## config.mk

```make
export PLATFORM = sky130hd
export DESIGN_NAME = pipe_hazard_ctrl
export DESIGN_NICKNAME = d
export VERILOG_FILES = /design/src/rtl/pipe_hazard_ctrl.sv
export SDC_FILE = /design/constraint.sdc
export NUM_CORES = 1
export LEC_CHECK = 0
export ABC_AREA = 1
export ABC_CLOCK_PERIOD_IN_PS = 3300
export BUFFER_PORTS_ARGS = -buffer_cell sky130_fd_sc_hd__buf_4
export CELL_PAD_IN_SITES_DETAIL_PLACEMENT = 1
export CELL_PAD_IN_SITES_GLOBAL_PLACEMENT = 2
export CORE_ASPECT_RATIO = 0.8
export CORE_MARGIN = 2
export CORE_UTILIZATION = 19
export CTS_CLUSTER_SIZE = 16
export DETAILED_ROUTE_END_ITERATION = 8
export PLACE_DENSITY = 0.89
export REMOVE_ABC_BUFFERS = 1
export SYNTH_ARGS = -nofsm -noshare
export SYNTH_HDL_FRONTEND = slang
export SYNTH_SLANG_ARGS = --single-unit
```

## constraint.sdc

```tcl
create_clock -name clk -period 3.3 [get_ports clk]
set_input_delay 0.165 -clock clk [delete_from_list [all_inputs] [get_ports clk]]
set_output_delay 0.165 -clock clk [all_outputs]
set_load 0.005 [all_outputs]
```

## src/rtl/pipe_hazard_ctrl.sv

```systemverilog
// Hazard controller: forwarding selects, load-use/branch stall-flush, multi-cycle multiply sequencing.
// Optional performance counters are built when HAZ_PERF_CNT_EN is defined.
module pipe_hazard_ctrl #(
   parameter int unsigned MUL_LAT = 4
) (
   input  logic        clk,
   input  logic        rst_n,
   input  logic [4:0]  Rs1D,
   input  logic [4:0]  Rs2D,
   input  logic [4:0]  Rs1E,
   input  logic [4:0]  Rs2E,
   input  logic [4:0]  RdE,
   input  logic [4:0]  RdM,
   input  logic [4:0]  RdW,
   input  logic        RegWriteM,
   input  logic        RegWriteW,
   input  logic        ResultSrcE0,
   input  logic        PCSrcE,
   input  logic        MulStartE,
   output logic        StallF,
   output logic        StallD,
   output logic        StallE,
   output logic        FlushD,
   output logic        FlushE,
   output logic        FlushM,
   output logic [1:0]  ForwardAE,
   output logic [1:0]  ForwardBE,
   output logic        MulBusy,
   output logic [15:0] StallCnt,
   output logic [15:0] FlushCnt
);

   typedef enum logic {IDLE, BUSY} state_t;

   localparam logic [3:0] CNT_INIT = 4'(MUL_LAT - 2);

   state_t     state_q, state_d;
   logic [3:0] cnt_q, cnt_d;
   logic       lw_stall, mul_start, mul_hold;

   function automatic logic [1:0] fwd_sel(input logic [4:0] rs, input logic [4:0] rd_m,
                                          input logic wr_m, input logic [4:0] rd_w,
                                          input logic wr_w);
      if (wr_m && (rd_m != 5'd0) && (rs == rd_m))      return 2'b10;
      else if (wr_w && (rd_w != 5'd0) && (rs == rd_w)) return 2'b01;
      else                                             return 2'b00;
   endfunction

   // NOTE: sequential state uses non-blocking assignments so every flop samples pre-edge values.
   always_ff @(posedge clk or negedge rst_n) begin
      if (!rst_n) begin
         state_q <= IDLE;
         cnt_q   <= 4'd0;
      end else begin
         state_q <= state_d;
         cnt_q   <= cnt_d;
      end
   end

   always_comb begin
      state_d = state_q;
      cnt_d   = cnt_q;
      case (state_q)
         IDLE: if (MulStartE && !PCSrcE) begin
            state_d = BUSY;
            cnt_d   = CNT_INIT;
         end
         BUSY: if (cnt_q == 4'd0) state_d = IDLE;
               else               cnt_d   = cnt_q - 4'd1;
         default: state_d = IDLE;
      endcase
   end

   assign lw_stall  = ResultSrcE0 && (RdE != 5'd0) && ((Rs1D == RdE) || (Rs2D == RdE));
   assign mul_start = (state_q == IDLE) && MulStartE && !PCSrcE;
   // The final BUSY cycle already follows idle rules so the next instruction advances.
   assign mul_hold  = (state_q == BUSY) && (cnt_q != 4'd0);

   // NOTE: every output gets a default first, so no path leaves a latch behind.
   always_comb begin
      StallF    = 1'b0;
      StallD    = 1'b0;
      StallE    = 1'b0;
      FlushD    = 1'b0;
      FlushE    = 1'b0;
      FlushM    = 1'b0;
      ForwardAE = 2'b00;
      ForwardBE = 2'b00;
      MulBusy   = 1'b0;
      if (rst_n) begin
         ForwardAE = fwd_sel(Rs1E, RdM, RegWriteM, RdW, RegWriteW);
         ForwardBE = fwd_sel(Rs2E, RdM, RegWriteM, RdW, RegWriteW);
         MulBusy   = (state_q == BUSY);
         if (mul_hold) begin
            StallF = 1'b1;
            StallD = 1'b1;
            StallE = 1'b1;
            FlushM = 1'b1;
         end else begin
            StallF = lw_stall || mul_start;
            StallD = lw_stall || mul_start;
            StallE = mul_start;
            FlushM = mul_start;
            FlushD = PCSrcE;
            FlushE = lw_stall || PCSrcE;
         end
      end
   end

`ifdef HAZ_PERF_CNT_EN
   logic [15:0] stall_cnt_q, stall_cnt_d, flush_cnt_q, flush_cnt_d;

   always_comb begin
      stall_cnt_d = stall_cnt_q;
      flush_cnt_d = flush_cnt_q;
      if (StallD && (stall_cnt_q != 16'hFFFF)) stall_cnt_d = stall_cnt_q + 16'd1;
      if (FlushD && (flush_cnt_q != 16'hFFFF)) flush_cnt_d = flush_cnt_q + 16'd1;
   end

   always_ff @(posedge clk or negedge rst_n) begin
      if (!rst_n) begin
         stall_cnt_q <= 16'h0000;
         flush_cnt_q <= 16'h0000;
      end else begin
         stall_cnt_q <= stall_cnt_d;
         flush_cnt_q <= flush_cnt_d;
      end
   end

   assign StallCnt = stall_cnt_q;
   assign FlushCnt = flush_cnt_q;
`else
   assign StallCnt = 16'h0000;
   assign FlushCnt = 16'h0000;
`endif

endmodule

```

Word-level counts from Yosys, hierarchy flattened
Index checks and enable logic that the tools add are counted.
{ "word_totals": {"regBits": 5, "in_bits": 42, "output_inout_bits": 43, "word_cells": 55} }
{ "classes": {"n_addsub": 1, "eq_ne": 8, "muxes": 21, "bitwise": 1, "n_reduce_logical": 22} }
{ "op_table": {"columns": ["op", "n"], "rows": [
  ["$eq A5 B5 Y1", 6],
  ["$reduce_bool A5 Y1", 3],
  ["$mux W1", 13],
  ["$logic_and A1 B1 Y1", 12],
  ["$mux W2", 4],
  ["$mux W4", 2],
  ["$pmux W4 S2", 1],
  ["$logic_not A4 Y1", 1],
  ["$ne A2 B2 Y1 const B", 2],
  ["$reduce_bool A4 Y1", 1],
  ["$sub A4 B1 Y4 const B", 1],
  ["$logic_or A1 B1 Y1", 3],
  ["$pmux W1 S2", 1],
  ["$reduce_and A2 Y1", 1],
  ["$logic_not A1 Y1", 1],
  ["$not A1 Y1", 1]
]} }

Depth between registers and ports, before layout
Gate-level depths: netlist (run 1).
{ "logic_depth": {"depth_word": 6, "ltp_mapped": 9, "mapped_depth_nobuf": 8} }

Worst setup path after synthesis (run 1)
No wires, ideal clock.
{ "synth_path": {"path_kind": "reg-to-output", "start": "register cnt_q[0]", "end": "output port StallF", "arrival_ps": 1205, "required_ps": 3135, "path_slack_ps": 1930, "path_stages_with_launch": 9, "n_path_buf": 1, "path_cell_list": "dfrtp_1 > inv_1 > ha_1 > nand3_1 > nand2_1 > nand2_2 > inv_2 > a21oi_2 > buf_4"} }
{ "synth_via": {"elab_chain_cells": 4} }
{ "synth_lines": {"columns": ["item", "line_no", "rtl"], "rows": [
  ["from (decl)", "38", "logic [3:0] cnt_q, cnt_d;"],
  ["from (signal assigned)", "56", "cnt_q <= cnt_d;"],
  ["$reduce_bool A4 Y1", "77", "assign mul_hold = (state_q == BUSY) && (cnt_q != 4'd0);"],
  ["$logic_and A1 B1 Y1", "77", null],
  ["$mux W1 (2 in a row)", null, null],
  ["to (decl)", "20", "output logic StallF,"]
]} }
Every way passes these cells.

Final worst setup path (run 1)
{ "layout_path": {"start": "register cnt_q[0]", "end": "output port StallD"} }
{ "layout_via": {"elab_chain_cells": 4} }
{ "layout_lines": {"columns": ["item", "line_no", "rtl"], "rows": [
  ["$reduce_bool A4 Y1", "77", null],
  ["$logic_and A1 B1 Y1", "77", null],
  ["$mux W1", "94", "if (mul_hold) begin"],
  ["$mux W1", "90", "if (rst_n) begin"],
  ["to (decl)", "21", "output logic StallD,"]
]} }
Every way passes these cells.

==> results of run 1 <==
[Yosys cell counts (all sizes together), types with 4 or more instances]
cell   number  area (um2)
buf        34         255
a21oi       4        27.5
o21ai       6        30.0
xnor2       8        70.1
nand3      13        65.1
xor2       11        96.3
nand2      36         140
dfrtp       5         125
inv        27         101
nor2       23        86.3
[metrics by stage]
| stage | power, mW | setup WS (ns) | hold slack [ns] |
|---|---|---|---|
| after floorplan | 0.268 | 2.04 | -0.131 |
| after global placement | 0.387 | 1.88 | -0.00893 |
| after detailed placement | 0.397 | 1.80 | -0.00843 |
| after CTS | 0.519 | 1.57 | 0.300 |
| after global routing | 0.565 | 1.43 | 0.311 |
| final | 0.508 | 1.58 | 0.303 |
[metal layers]
| layer | share of wire | GRT usage | wire [um] |
|---|---|---|---|
| met5 | 0 | 0 | 0 |
| met4 | 0 | 0.00513 | 0 |
| met3 | 0.045 | 0.0198 | 135 |
| met2 | 0.48 | 0.162 | 1450 |
| met1 | 0.47 | 0.136 | 1430 |
[state kept, by name, indices dropped and copies added (netlist names)]
| register | cells |
|---|---|
| cnt_q | 4 |
| state_q | 1 |
[kinds of logic after synthesis]
family / after synthesis / synth area share
AOI/OAI and AO/OA: 11 / 0.0596
and+or+nand+nor: 78 / 0.305
other: 1 / 0.00350
buffers and inverters: 62 / 0.336
adders and majority gates: 2 / 0.0234
DFF: 5 / 0.117
xor gates and xnor gates: 19 / 0.155
[area by class of cell]
type | instances | area, um2 | area share
Clock buffer | 4 | 45.0 | 0.0305
Inverter | 28 | 105 | 0.0712
Multi-Input combinational cell | 142 | 702 | 0.476
Sequential cell | 5 | 125 | 0.0848
Tap cell | 78 | 97.6 | 0.0662
Timing Repair Buffer | 53 | 400 | 0.271
[power by group]
group,internal (mW),leakage [nW],switching (mW),total [mW]
clock network,0.0830,0.0228,0.0304,0.113
registers,0.0911,0.0589,0.0201,0.111
logic,0.129,0.777,0.155,0.283
[worst max-delay path by stage]
| stage | startpoint | slack (ns) | cells after the start | end |
|---|---|---|---|---|
| after floorplan | cnt_q[0]$_DFFE_PN0P_ | 2.04 | 7 | StallD |
| after global placement | cnt_q[0]$_DFFE_PN0P_ | 1.88 | 8 | StallD |
| after detailed placement | cnt_q[0]$_DFFE_PN0P_ | 1.80 | 8 | StallD |
| after CTS | cnt_q[0]$_DFFE_PN0P_ | 1.57 | 8 | StallD |
| after global routing | cnt_q[0]$_DFFE_PN0P_ | 1.43 | 8 | StallF |
| final | cnt_q[0]$_DFFE_PN0P_ | 1.58 | 8 | StallD |
==> metrics.md, run 1 <==
| Metric | Value |
|---|---|
| Status | finished, final reports clean |
| Most frequent cells in the layout | buf_4 (52), nand2_1 (34), conb_1 (32), nor2_1 (23), inv_1 (19) |
| Worst reg2reg setup slack | approximately 2.0 ns |
| Share of layout cells above drive strength 1 | 0.289 |
| Syn-to-layout area delta | 37.7% |
| CTS buffer count | 3 |
| Routability cong. | a little under 0.8 |
| Starting Density | 0.197 |
| Vias | roughly 1100 |
| Drc violations | 0 |
| Max-slew violations | 0 |
| # resized after CTS | 0 |
| Die Y | roughly 71 um |
| Worst-path fanout max | 5 |
| Pwr dens | between 300 and 400 mW/mm2 |
| WP buf/inv | 3 |
| Clock Skew | around 0.0027 ns |
| Synth warnings | 0 |
| Hpwl dp | 2690 um |
| Worst hold path type | input pin to async pin |
| Nets | around 280 |
| Max_cap viols | 0 |
| Clock Sinks | 5 |
| Fin. Hold Viols | 0 |
| Routed WL per cell | between 9 and 10 um |
| Setup tns final | 0 ns |
| Crit-path cells | inv_1 -> ha_1 -> nand3_1 -> nand2_1 -> nand2_2 -> inv_2 -> a21oi_2 -> buf_4 |
| Async SR Flop Fraction | 1.00 |
| Die X | around 88 um |
| # fillers | 717 |
| Layout Cells excl Fill | between 300 and 400 |
| Gate count of the mapped netlist | 178 |
| Die footprint | about 0.0063 mm2 |
| Setup bufs post-CTS | 0 |
| Worst R2R End | cnt_q[3]$_DFFE_PN0P_ |
| Syn_area_per_cell | 6.02 um2 |
| Main synth FF type | dfrtp_1 |
| RR Startpoint | cnt_q[0]$_DFFE_PN0P_ |
| Family with the most delay on the worst path | simple AND/OR/NAND/NOR gates |
| Crit path capture type | output port |
| Worst R2R Path Depth | 7 |
| Worst path max stage delay | approximately 0.35 ns |
| Syn Std Cell Area | 0.00107 mm2 |
| Lkg Pwr | 0.858 nW |
| Yosys reg bits | 5 |
| Post-synthesis sequential area ratio | 0.117 |
| Drt via density | about 3.6 |
| Hold_buf cts | 1 |
| Vias in the first global route | ~1100 |
| Initial antenna violation count | 0 |
| Io pins | 85 |
| Std cell rows | 24 |
| Global-route wire length before repair | just under 5000 um |
| Final worst path period need | about 1.7 ns |
| CP arrival | about 1.6 ns |
| Grt ovf | 0 |
| Total track usage | 0.0971 |
| Routed WL | roughly 3000 um |
| Final ANT Viol Nets | 0 |
| # setup viols final | 0 |
| I/O Buffers | 52 |
| Antenna diode count | 0 |
| Unrepaired setup endpoints after global routing | false |
| Design Area, Final | roughly 0.0015 mm2 |
| Drt first pass iters | 4 |
| Clk buf depth | 2 |
| Critical Path Start Type | flip-flop |
| Max Clk Rate | roughly 580 MHz |
| H-tree Lvls | 1 |
| Commonest non-fill, non-tap cell in the layout | buf_4 |
| 1st-iter DRT viols | 22 |
| Final core occ | 0.271 |
| CTS root buf | clkbuf_8 |
| Post-synth EDFFs | 0 |
| Peak supply drop | 0.107 mV |
| Library cells used by synthesis | 22 |
| Largest net degree at the start of global routing | 10 |
| Crit Path Category | flip-flop to output port |
| Placed cell areas | ~0.0014 mm2 |
| Worst path required time | between 3 and 4 ns |
| CTS clk-pin slew, worst paths | roughly 0.04 ns |
| Period utilisation layout | 0.520 |
| Core Region | between 0.005 and 0.006 mm2 |
| Placed cell count | between 300 and 400 |
| CTS tree | done |
| CP max-delay cell | dfrtp_1 |
| Clk_lat worst skew | roughly 0.22 ns |
No activity file was read; power rests on OpenSTA's default activity.
==> run 2: changes to the inputs <==
--- a/config.mk
+++ b/config.mk
@@ -6,16 +6,16 @@
 export NUM_CORES = 1
 export LEC_CHECK = 0
 export ABC_AREA = 1
-export ABC_CLOCK_PERIOD_IN_PS = 3300
+export ABC_CLOCK_PERIOD_IN_PS = 1600
 export BUFFER_PORTS_ARGS = -buffer_cell sky130_fd_sc_hd__buf_4
 export CELL_PAD_IN_SITES_DETAIL_PLACEMENT = 1
 export CELL_PAD_IN_SITES_GLOBAL_PLACEMENT = 2
 export CORE_ASPECT_RATIO = 0.8
 export CORE_MARGIN = 2
-export CORE_UTILIZATION = 19
+export CORE_UTILIZATION = 18
 export CTS_CLUSTER_SIZE = 16
 export DETAILED_ROUTE_END_ITERATION = 8
-export PLACE_DENSITY = 0.89
+export PLACE_DENSITY = 0.85
 export REMOVE_ABC_BUFFERS = 1
 export SYNTH_ARGS = -nofsm -noshare
 export SYNTH_HDL_FRONTEND = slang
==> constraint.sdc (replaced) <==
create_clock -name clk -period 1.6 [get_ports clk]
set_input_delay 0.08 -clock clk [delete_from_list [all_inputs] [get_ports clk]]
set_output_delay 0.08 -clock clk [all_outputs]
set_load 0.005 [all_outputs]
==> metrics.md, run 2 (synthesis results as in run 1) <==
| Metric | Value |
|---|---|
| Routed WL | between 3000 and 4000 um |
| Crit-path cells | inv_1 -> ha_2 -> nand3_2 -> nand2_4 -> nand2_4 -> inv_2 -> a21oi_2 -> buf_4 |
| Pwr dens | 767 mW/mm2 |
| Largest net degree at the start of global routing | 10 |
| Vias | between 1000 and 1500 |
| Grt ovf | 0 |
| Layout Cells excl Fill | ~320 |
| Share of layout cells above drive strength 1 | 0.315 |
| H-tree Lvls | 1 |
| Crit Path Category | flip-flop to output port |
| WP buf/inv | 3 |
| Worst hold path type | input pin to async pin |
| Hpwl dp | between 2000 and 3000 um |
| Max_cap viols | 0 |
| Hold slack | about 0.22 ns |
| Drt first pass iters | 4 |
| Clk_lat worst skew | 0.22 ns |
| Max Clk Rate | about 660 MHz |
| Die X | between 90 and 100 um |
| Final worst path period need | ~1.5 ns |
| Std cell rows | 25 |
| Status | finished, final reports clean |
| I/O Buffers | 52 |
| Drc violations | 0 |
| Vias in the first global route | about 1000 |
| Worst-path fanout max | 4 |
| Family with the most delay on the worst path | flip-flops |
| # fillers | around 790 |
| Total track usage | 0.0900 |
| Routed WL per cell | just under 10 um |
| CTS buffer count | 3 |
| Core Region | ~0.0058 mm2 |
| Max-slew violations | 0 |
| Setup tns final | 0 ns |
| Worst path required time | approximately 1.5 ns |
| Drt via density | about 3.6 |
| Die Y | about 73 um |
| Clock Skew | 0.00145 ns |
| Worst path max stage delay | between 0.3 and 0.4 ns |
| Design Area, Final | ~0.0015 mm2 |
| Clock Sinks | 5 |
| Register Area | between 100 and 150 um2 |
| CTS root buf | clkbuf_8 |
| Nets | between 200 and 300 |
| Final ANT Viol Nets | 0 |
| Clk buf depth | 2 |
| Antenna diode count | 0 |
| CTS clk-pin slew, worst paths | 0.04 ns |
| Die footprint | roughly 0.0066 mm2 |
| Syn-to-layout area delta | 42.1% |
| Placed cell areas | ~0.0014 mm2 |
| Most common cell on crit path | nand2_4 |
| CP max-delay cell | dfrtp_1 |
| CTS tree | done |
| Critical Path Start Type | flip-flop |
| Initial antenna violation count | 0 |
| 1st-iter DRT viols | 14 |
| Biggest register | cnt_q |
| CP arrival | 1.43 ns |
| # setup viols final | 0 |
| Routability cong. | 0.773 |
| Io pins | 85 |
| Starting Density | 0.184 |
| Max reg flops | 4 |
| Peak supply drop | 0.244 mV |
| Period utilisation layout | 0.944 |
| Most frequent cells in the layout | buf_4 (55), nand2_1 (33), conb_1 (32), nor2_1 (23), inv_1 (18) |
| Top flop regs | cnt_q (4), state_q (1) |
| Fin. Hold Viols | 0 |
| Lkg Pwr | about 0.9 nW |
| Crit path capture type | output port |
| Commonest non-fill, non-tap cell in the layout | buf_4 |
| Multi-input gate area | between 700 and 800 um2 |
| Global-route wire length before repair | slightly below 5000 um |
| Placed cell count | 308 |
==> run 2: cell count changes in the layout (fill, tap and decap cells not counted), sizes merged <==
cell and change:
buf +3
==> run 2: worst register-to-register path: stages (launching register included) <==
cell     delay, ns
dfrtp_1       0.36
inv_2         0.06
ha_2          0.19
nand3_2       0.10
nand2_4       0.08
buf_4         0.14
buf_4         0.12
nor2_1        0.08
nand2_1       0.05
and3_1        0.15
==> run 2: worst paths after layout <==
check | to | slack [ns] | from | depth (start not counted)
max in group asynchronous | cnt_q[0]$_DFFE_PN0P_ | 1.25 | rst_n | 2
worst min-delay path | cnt_q[2]$_DFFE_PN0P_ | 0.22 | rst_n | 2
worst min register to register | cnt_q[0]$_DFFE_PN0P_ | 0.49 | cnt_q[0]$_DFFE_PN0P_ | 1
min in group clk | cnt_q[2]$_DFFE_PN0P_ | 0.31 | MulStartE | 4
worst max register to register | cnt_q[3]$_DFFE_PN0P_ | 0.16 | cnt_q[0]$_DFFE_PN0P_ | 9
worst max-delay path | StallF | 0.09 | cnt_q[1]$_DFFE_PN0P_ | 8
==> run 2: repair_timing <==
| action | in CTS | in global routing |
|---|---|---|
| gates resized for setup | 2 | 4 |
| hold endpoints to repair | 5 | 0 |
| cloned | 0 | 0 |
| endpoints found under the setup margin | 4 | 6 |
| hold buffers | 1 | 0 |
| pin swaps | 0 | 4 |
| buffers inserted | 1 | 2 |
==> run 2: final cells by class <==
class                      instances  area share
clock buffer                       4      0.0296
tap                               81      0.0666
timing repair buffer              56       0.278
multi-input combinational        142       0.475
inverter                          28      0.0691
sequential                         5      0.0822
==> run 2: per-stage QoR <==
stage / power, mW / util / setup slack (ns)
2_1_floorplan: 0.554 / - / 0.420
3_3_place_gp: 0.803 / 0.245 / 0.254
3_5_place_dp: 0.819 / 0.245 / 0.176
4_1_cts: 1.11 / 0.257 / 0.00244
5_1_grt: 1.28 / 0.262 / -0.00668
6_report: 1.17 / 0.262 / 0.0888
==> run 2: per-layer routing <==
layer / global-route usage / vias to the layer above / share of wire
met5: 0 / - / 0
met4: 0.0154 / 0 / 0.0055
met3: 0.0186 / 2 / 0.042
met2: 0.159 / 27 / 0.50
met1: 0.117 / 507 / 0.45
li1: - / 587 / -
==> run 2: where the power goes <==
part	total (mW)	switching (mW)	internal, mW
Combinational	0.688	0.347	0.340
Sequential	0.240	0.0521	0.188
Clock	0.239	0.0676	0.171
==> run 3: changes to the inputs <==
--- a/config.mk
+++ b/config.mk
@@ -8,9 +8,10 @@
 export ABC_AREA = 1
 export ABC_CLOCK_PERIOD_IN_PS = 1600
 export BUFFER_PORTS_ARGS = -buffer_cell sky130_fd_sc_hd__buf_4
+export CAP_MARGIN = 15
 export CELL_PAD_IN_SITES_DETAIL_PLACEMENT = 1
 export CELL_PAD_IN_SITES_GLOBAL_PLACEMENT = 2
-export CORE_ASPECT_RATIO = 0.8
+export CORE_ASPECT_RATIO = 1.5
 export CORE_MARGIN = 2
 export CORE_UTILIZATION = 18
 export CTS_CLUSTER_SIZE = 16
==> metrics.md, run 3 (synthesis results as in run 1) <==
| Metric | Value |
|---|---|
| Status | finished, final reports clean |
| Vias | approximately 1100 |
| Worst R2R Path Depth | 9 |
| CTS root buf | clkbuf_8 |
| I/O Buffers | 52 |
| Clock Skew | 0.00419 ns |
| Most frequent cells in the layout | buf_4 (55), nand2_1 (33), conb_1 (32), nor2_1 (22), inv_1 (17) |
| Share of layout cells above drive strength 1 | 0.328 |
| Max-slew violations | 0 |
| Critical Path Start Type | flip-flop |
| # fillers | roughly 800 |
| Final worst path period need | about 1.5 ns |
| Routed WL | 3070 um |
| Core Region | roughly 0.0058 mm2 |
| Initial antenna violation count | 0 |
| Drt first pass iters | 3 |
| Lkg Pwr | just under 0.9 nW |
| # setup viols final | 0 |
| Top flop regs | cnt_q (4), state_q (1) |
| Pwr dens | 762 mW/mm2 |
| Setup tns final | 0 ns |
| CTS buffer count | 3 |
| Max reg flops | 4 |
| Io pins | between 80 and 90 |
| Starting Density | 0.185 |
| Layout Cells excl Fill | 307 |
| Max_cap viols | 0 |
| Worst hold path type | input pin to async pin |
| Grt ovf | 0 |
| Crit path capture type | output port |
| Clk buf depth | 2 |
| Worst path required time | between 1.5 and 2 ns |
| Hpwl dp | between 2000 and 3000 um |
| Worst-path fanout max | 5 |
| Drt via density | 3.67 |
| Final ANT Viol Nets | 0 |
| Final core occ | 0.260 |
| Routed WL per cell | 9.99 um |
| Global-route wire length before repair | 4820 um |
| Std cell rows | 34 |
| Worst reg2reg setup slack | roughly 0.16 ns |
| Crit Path Category | flip-flop to output port |
| Clk_lat worst skew | 0.23 ns |
| Die footprint | 0.00660 mm2 |
| Fin. Hold Viols | 0 |
| Largest net degree at the start of global routing | 10 |
| Routability cong. | ~0.67 |
| Antenna diode count | 0 |
| Drc violations | 0 |
| CTS tree | done |
| Die Y | roughly 100 um |
| 1st-iter DRT viols | 11 |
| Vias in the first global route | 1153 |
| Peak supply drop | between 0.4 and 0.5 mV |
| Biggest register | cnt_q |
| RR Startpoint | cnt_q[0]$_DFFE_PN0P_ |
| CTS clk-pin slew, worst paths | ~0.040 ns |
| Placed cell count | about 300 |
| Die X | roughly 67 um |
| Period utilisation layout | 0.945 |
| Max Clk Rate | 661 MHz |
| Clock Sinks | 5 |
| Worst R2R End | cnt_q[1]$_DFFE_PN0P_ |
| Nets | 280 |
| Syn-to-layout area delta | 40.4% |
| Total track usage | 0.0948 |
| H-tree Lvls | 1 |
| Commonest non-fill, non-tap cell in the layout | buf_4 |
| CP arrival | between 1 and 1.5 ns |
==> run 3: cell type report <==
cell class / count / area, um2 / area share
inverter: 28 / 105 / 0.0699
sequential: 5 / 125 / 0.0832
clock buffer: 3 / 41.3 / 0.0275
multi-input combinational: 142 / 714 / 0.475
clock inverter: 1 / 5.00 / 0.00333
timing repair buffer: 56 / 423 / 0.281
tap: 72 / 90.1 / 0.0599
==> run 3: worst max-delay path by stage <==
stage / endpoint / from / slack (ns) / depth (start not counted)
3_3_place_gp: StallD / cnt_q[0]$_DFFE_PN0P_ / 0.24 / 8
2_1_floorplan: cnt_q[3]$_DFFE_PN0P_ / cnt_q[0]$_DFFE_PN0P_ / 0.42 / 7
3_5_place_dp: StallD / cnt_q[0]$_DFFE_PN0P_ / 0.21 / 8
4_1_cts: StallD / cnt_q[0]$_DFFE_PN0P_ / 0.009 / 8
5_1_grt: StallD / cnt_q[0]$_DFFE_PN0P_ / -0.007 / 8
6_report: StallD / cnt_q[0]$_DFFE_PN0P_ / 0.09 / 8
==> run 3: critical path, stage by stage (launching register included) <==
cell and delay, ns:
dfrtp_1 0.39, inv_2 0.08, ha_2 0.17, nand3_2 0.08, nand2_2 0.12, nand2_2 0.08, inv_2 0.08, a21oi_2 0.06
buf_4 0.14
==> run 3: metrics by stage <==
step	area, um2	setup slack, ns	hold WS (ns)	total power, mW
3_5_place_dp	1410	0.206	-0.0917	0.821
6_report	1500	0.0872	0.215	1.15
5_1_grt	1500	-0.00682	0.224	1.26
3_3_place_gp	1410	0.239	-0.0918	0.804
4_1_cts	1480	0.00857	0.218	1.10
2_1_floorplan	932	0.420	-0.216	0.554
==> run 3: report_power, final <==
| part | switching, mW | leakage [nW] | internal (mW) |
|---|---|---|---|
| sequential | 0.0499 | 0.0589 | 0.188 |
| clock | 0.0707 | 0.0255 | 0.168 |
| combinational | 0.339 | 0.787 | 0.330 |
| total | 0.460 | 0.872 | 0.686 |
==> run 3: repair_timing <==
item | 4_1_cts | 5_1_grt
resized for setup | 1 | 5
hold buffers | 1 | 0
setup buffers | 1 | 2
pin swaps | 1 | 3
hold endpoints to repair | 5 | 0
endpoints found under the setup margin | 4 | 5
==> run 3: routing by layer <==
| metal | vias up | track usage | part of all wire |
|---|---|---|---|
| met1 | 485 | 0.0928 | 0.36 |
| met4 | 0 | 0.0361 | 0.012 |
| met2 | 54 | 0.185 | 0.55 |
| met3 | 4 | 0.0194 | 0.076 |
| li1 | 583 | - | - |
| met5 | - | 0 | 0 |
